===== config.mk =====
export PLATFORM = sky130hd
export DESIGN_NAME = demux_scan
export DESIGN_NICKNAME = d
export VERILOG_FILES = /design/src/rtl/demux_pkg.sv /design/src/rtl/scan_counter.sv /design/src/rtl/demux_scan.sv
export SDC_FILE = /design/constraint.sdc
export NUM_CORES = 1
export LEC_CHECK = 0
export BUFFER_PORTS_ARGS = -buffer_cell sky130_fd_sc_hd__buf_2
export CORE_AREA = 3 3 40 42
export CTS_CLUSTER_SIZE = 12
export DETAILED_ROUTE_END_ITERATION = 10
export DIE_AREA = 0 0 43 45
export GPL_ROUTABILITY_DRIVEN = 1
export HOLD_SLACK_MARGIN = 0.12
export PLACE_DENSITY = 0.72
export SLEW_MARGIN = 25
export SYNTH_ARGS = -nofsm -noshare
export SYNTH_HDL_FRONTEND = slang
export SYNTH_SLANG_ARGS = --single-unit

===== constraint.sdc =====
create_clock -name clk -period 2 [get_ports clk]
set_input_delay 0.2 -clock clk [delete_from_list [all_inputs] [get_ports clk]]
set_output_delay 0.2 -clock clk [all_outputs]
set_load 0.02 [all_outputs]

===== src/rtl/demux_pkg.sv =====
// Shared definitions for the demux_scan block.
//   MODE_DIRECT / MODE_SCAN : encoding of the mode input
//   state_e                 : state of the direct/scan mode FSM
//   clog2_min1              : ceil(log2(value)), never less than 1 bit
package demux_pkg;

  localparam logic MODE_DIRECT = 1'b0;
  localparam logic MODE_SCAN   = 1'b1;

  typedef enum logic {
    DIRECT = 1'b0,
    SCAN   = 1'b1
  } state_e;

  // Gives a usable counter width even when value is 1.
  function automatic int clog2_min1(input int value);
    int w;
    w = 0;
    for (int i = 0; i < 31; i++) begin
      if ((1 << i) < value) w = i + 1;
    end
    return (w < 1) ? 1 : w;
  endfunction

endpackage


===== src/rtl/scan_counter.sv =====
// Dwell counter plus output index for the scan mode of demux_scan.
//   clk, rst_n  : clock, asynchronous active-low reset
//   clear       : treat the stored count and index as zero this cycle
//                 (used on entry into scan)
//   advance_en  : count one dwell cycle
//   index       : index to drive this cycle (already zero while clear is high)
//   wrap        : high for one cycle after the index stepped N_OUT-1 -> 0
module scan_counter
  import demux_pkg::*;
#(
  parameter int DWELL = 4,
  parameter int SEL_W = 2
) (
  input  logic             clk,
  input  logic             rst_n,
  input  logic             clear,
  input  logic             advance_en,
  output logic [SEL_W-1:0] index,
  output logic             wrap
);

  localparam int              CNT_W    = clog2_min1(DWELL);
  localparam logic [CNT_W-1:0] CNT_LAST = CNT_W'(DWELL - 1);

  logic [CNT_W-1:0] cnt_q, cnt_d, cnt_cur;
  logic [SEL_W-1:0] idx_q, idx_d, idx_cur;
  logic             wrap_q, wrap_d;

  // NOTE: every always_comb output gets a default before any branch, so no
  // path can leave a signal unassigned and infer a latch.
  always_comb begin
    cnt_cur = clear ? '0 : cnt_q;
    idx_cur = clear ? '0 : idx_q;
    cnt_d   = cnt_cur;
    idx_d   = idx_cur;
    wrap_d  = 1'b0;
    if (advance_en) begin
      if (cnt_cur == CNT_LAST) begin
        cnt_d  = '0;
        // Index width is exactly SEL_W, so N_OUT-1 rolls over to 0 by itself.
        idx_d  = idx_cur + SEL_W'(1);
        wrap_d = &idx_cur;
      end else begin
        cnt_d = cnt_cur + CNT_W'(1);
      end
    end
  end

  // NOTE: sequential state is updated with non-blocking assignments only, so
  // every flop samples the values from before the clock edge.
  always_ff @(posedge clk or negedge rst_n) begin
    if (!rst_n) begin
      cnt_q  <= '0;
      idx_q  <= '0;
      wrap_q <= 1'b0;
    end else begin
      cnt_q  <= cnt_d;
      idx_q  <= idx_d;
      wrap_q <= wrap_d;
    end
  end

  assign index = idx_cur;
  assign wrap  = wrap_q;

endmodule


===== src/rtl/demux_scan.sv =====
// Registered 1-to-N demultiplexer with enable and auto-scan mode.
//   clk, rst_n : clock, asynchronous active-low reset
//   in         : DATA_W data routed to the selected slice
//   sel        : slice index in direct mode (ignored in scan mode)
//   mode       : 0 = direct, 1 = scan
//   en         : routing / scan-advance enable
//   out        : N_OUT slices, slice k = out[k*DATA_W +: DATA_W]
//   out_valid  : out carries routed data
//   cur_sel    : index currently driven (holds while disabled)
//   wrap       : one-cycle pulse when the scan returns to slice 0
module demux_scan
  import demux_pkg::*;
#(
  parameter int SEL_W  = 2,
  parameter int DATA_W = 1,
  parameter int DWELL  = 4
) (
  input  logic                           clk,
  input  logic                           rst_n,
  input  logic [DATA_W-1:0]              in,
  input  logic [SEL_W-1:0]               sel,
  input  logic                           mode,
  input  logic                           en,
  output logic [(2**SEL_W)*DATA_W-1:0]   out,
  output logic                           out_valid,
  output logic [SEL_W-1:0]               cur_sel,
  output logic                           wrap
);

  localparam int N_OUT = 2**SEL_W;

  state_e                    state_q, state_d;
  logic                      scan_now, sc_clear, sc_advance, sc_wrap;
  logic [SEL_W-1:0]          sc_index, route_sel;
  logic [N_OUT*DATA_W-1:0]   out_q, out_d;
  logic                      valid_q, valid_d;
  logic [SEL_W-1:0]          cur_sel_q, cur_sel_d;
  logic                      wrap_q, wrap_d;

  // Mode FSM: the state only records whether the previous cycle was scan,
  // so that a fresh entry restarts the scan from slice 0.
  always_comb begin
    scan_now   = (mode == MODE_SCAN);
    state_d    = scan_now ? SCAN : DIRECT;
    sc_clear   = scan_now && (state_q == DIRECT);
    sc_advance = scan_now && en;
  end

  always_ff @(posedge clk or negedge rst_n) begin
    if (!rst_n) state_q <= DIRECT;
    else        state_q <= state_d;
  end

  scan_counter #(
    .DWELL (DWELL),
    .SEL_W (SEL_W)
  ) u_scan_counter (
    .clk        (clk),
    .rst_n      (rst_n),
    .clear      (sc_clear),
    .advance_en (sc_advance),
    .index      (sc_index),
    .wrap       (sc_wrap)
  );

  // Output routing: data follows in every cycle, it is not latched per dwell.
  always_comb begin
    route_sel = scan_now ? sc_index : sel;
    out_d     = '0;
    valid_d   = 1'b0;
    cur_sel_d = cur_sel_q;
    wrap_d    = 1'b0;
    if (en) begin
      for (int k = 0; k < N_OUT; k++) begin
        if (route_sel == SEL_W'(k)) out_d[k*DATA_W +: DATA_W] = in;
      end
      valid_d   = 1'b1;
      cur_sel_d = route_sel;
      wrap_d    = scan_now && sc_wrap;
    end
  end

  always_ff @(posedge clk or negedge rst_n) begin
    if (!rst_n) begin
      out_q     <= '0;
      valid_q   <= 1'b0;
      cur_sel_q <= '0;
      wrap_q    <= 1'b0;
    end else begin
      out_q     <= out_d;
      valid_q   <= valid_d;
      cur_sel_q <= cur_sel_d;
      wrap_q    <= wrap_d;
    end
  end

  assign out       = out_q;
  assign out_valid = valid_q;
  assign cur_sel   = cur_sel_q;
  assign wrap      = wrap_q;

endmodule


==> out/results.tsv <==
metric	value	unit
via_per_inst	5.14	
grt_use_total	11.6	%
synth.ff_latch_count	14	
n_fill_cell	114	
wl_per_cell	12.7	um
use_met3	3.19	%
synth_commonest_cells	14 x dfrtp_1, 6 x nand2_1, 3 x a21oi_1	
rsz0062_at_grt	no	
cp_data_arrival_time	1.72	ns
cts-root-buf	clkbuf_4	
p_leak	0.352	nW
hold_class	input pin to flip-flop	
hold_viol	0	
reg2reg_depth	6	
die_y	45	um
syn_area	599	sq um
fmax	639	MHz
endpoint_kind	flip-flop	
fin_nets	75	
yosys.area.top_type_share	58.5	%
die-width	43	um
slew_violations	0	
grt_util_met1	13.6	%
core_area	1280	sq um
path_class	flip-flop to flip-flop	
numCtsBuffers	3	
status	completed	
cts_htree_levels	1	
first_pass_iters	2	
slowest_delay	0.47	ns
cp.required	2.15	ns
cts.sinks	14	
clk_latency	0.27	ns
power_density	850	nW/um^2
busiest_layer	met2	
cp_max_fo	7	
antenna_cells	0	
crit_slowest_cell	dfrtp_1	
tightestPinTransition	0.308	ns
die_area	1940	sq um
vias	416	
syn-num-nets	57	
cap_violations	0	
setup_viol	0	
clkTransAtPathRegs	0.08	ns
antenna_left	0	
io-pin-count	15	
antenna_found_initial	0	
row_count	13	
synth_cells	49	
cts_tree	built	
whs_path_depth	1	
finalCritPeriodShare	78.3	%
clock_path_buffers	2	
synth.area.top_cells	dfrtp_1 58%, a31oi_2 4.2%, nor3b_2 4.2%, nand2_1 3.8%, nor2b_2 2.9%	
first_global_vias	388	
dpl.hpwl	750	um
drt_iter0_markers	1	
cts_setup_buffers	0	
ys_seq_area_share	58.5	%
peakVddDrop	0.368	mV
drive_gt1_share	39.4	%
grt_pass1_wl	1.62	mm
synth_area_leader_cell	dfrtp_1	
start_util	46.6	%
hold_slack	0.157	ns
finalSetupTns	0	ns
ys_types	22	
grt_max_degree	15	
avgSynthCellArea	12.2	sq um
critical_path.cell_chain	nand2b_1 > and2_1 > ha_1 > nand2_1 > mux2i_1 > a21oi_1	
io_buffers	14	
synth_most_common_cell	dfrtp_1	
cts_hold_buf	1	
drc	0	
relSlewSlack	79.5	%
synth-edff-count	0	
synthArstFlopShare	100	%
skew	0.00104	ns
met2_usage	18.9	%
synth_ff_type	dfrtp_1	
area_growth	19.8	%
yosysWarnings	0	
place.gp.congestion	0.774	
overflow	0	
critPathLaunchType	flip-flop	
totalWireLength	1.03	mm
cts_resized	0	
min_period	1.57	ns
-- report_power, final --
part / leakage, nW / total [W] / internal [W] / switching [W]
combinational: 0.148 / 0.0000952 / 0.0000438 / 0.0000514
sequential: 0.183 / 0.000317 / 0.000306 / 0.0000111
clock: 0.0210 / 0.000198 / 0.000111 / 0.0000878
total: 0.352 / 0.000610 / 0.000460 / 0.000150
-- cells by family (layout without fill, tap and decap cells) --
group | after synthesis | after routing | share of synthesized area, %
adder cells (fa/ha/maj) | 1 | 1 | 2.09
XOR/XNOR | 1 | 1 | 1.46
AND/OR/NAND/NOR | 22 | 22 | 22.5
flip-flops | 14 | 14 | 58.5
buffers and inverters | 2 | 19 | 2.71
multiplexers | 2 | 2 | 3.55
AO/OA/AOI/OAI | 7 | 7 | 9.19
-- critical path: cells and delay by family, from the launching register on --
| kind | cells | cell delay [ns] |
|---|---|---|
| AO/OA/AOI/OAI | 1 | 0.08 |
| adder cells (fa/ha/maj) | 1 | 0.24 |
| flip-flops | 1 | 0.47 |
| multiplexers | 1 | 0.18 |
| AND/OR/NAND/NOR | 3 | 0.48 |
-- placed cells by master, fill, tap and decap left out, drive strengths merged --
cell         synthesis  routed
nor3b                2       2
and3                 1       1
nand2                6       6
nand3                2       2
a31oi                3       3
a21oi                3       3
nor2                 2       2
and4                 1       1
o311ai               1       1
mux2i                1       1
nand2b               2       2
dlygate4sd3          0       1
nor2b                2       2
buf                  2      14
and2                 2       2
xnor2                1       1
dfrtp               14      14
nor3                 2       2
clkbuf               0       4
ha                   1       1
mux2                 1       1
-- area by class of cell --
cell class	count	area (sq um)	share of cell area, %
multi-input combinational	33	233	32.4
tap	15	18.8	2.61
sequential	14	350	48.8
timing repair buffer	15	80.1	11.1
clock buffer	4	36.3	5.05
-- worst paths after layout --
path                                     start  slack [ns]                 endpoint
max in group asynchronous                rst_n        1.43  u_scan_counter.cnt_q[1]
setup reg to reg                       state_q        0.43  u_scan_counter.idx_q[0]
hold reg to reg            u_scan_counter.wrap        0.50                     wrap
hold / removal                              en        0.16                out_valid
setup / recovery                       state_q        0.43  u_scan_counter.idx_q[0]
min in group asynchronous                rst_n        0.34                   out[0]
-- flip-flops by register name, indices dropped and copies added, names as in the netlist --
register / cells
out_valid: 1
cur_sel: 2
state_q: 1
u_scan_counter.wrap: 1
out: 4
u_scan_counter.cnt_q: 2
u_scan_counter.idx_q: 2
wrap: 1
-- layer usage --
layer  share of wire, %  vias to the layer above
met3                8.3                        0
met1                 44                      197
met5                  0                        -
met4                  0                        0
met2                 47                       13
li1                   -                      206
-- per-stage QoR --
step,power (W),cells,utilization [%],area [sq um],setup WS [ns]
after global placement,0.000414,76,52.3,672,0.476
final,0.000610,81,55.9,718,0.434
after detailed placement,0.000418,76,52.3,672,0.450
after CTS,0.000621,81,55.9,718,0.440
after global routing,0.000645,81,55.9,718,0.367
after floorplan,0.000390,49,-,599,0.572
No activity file was read; power rests on OpenSTA's default activity.
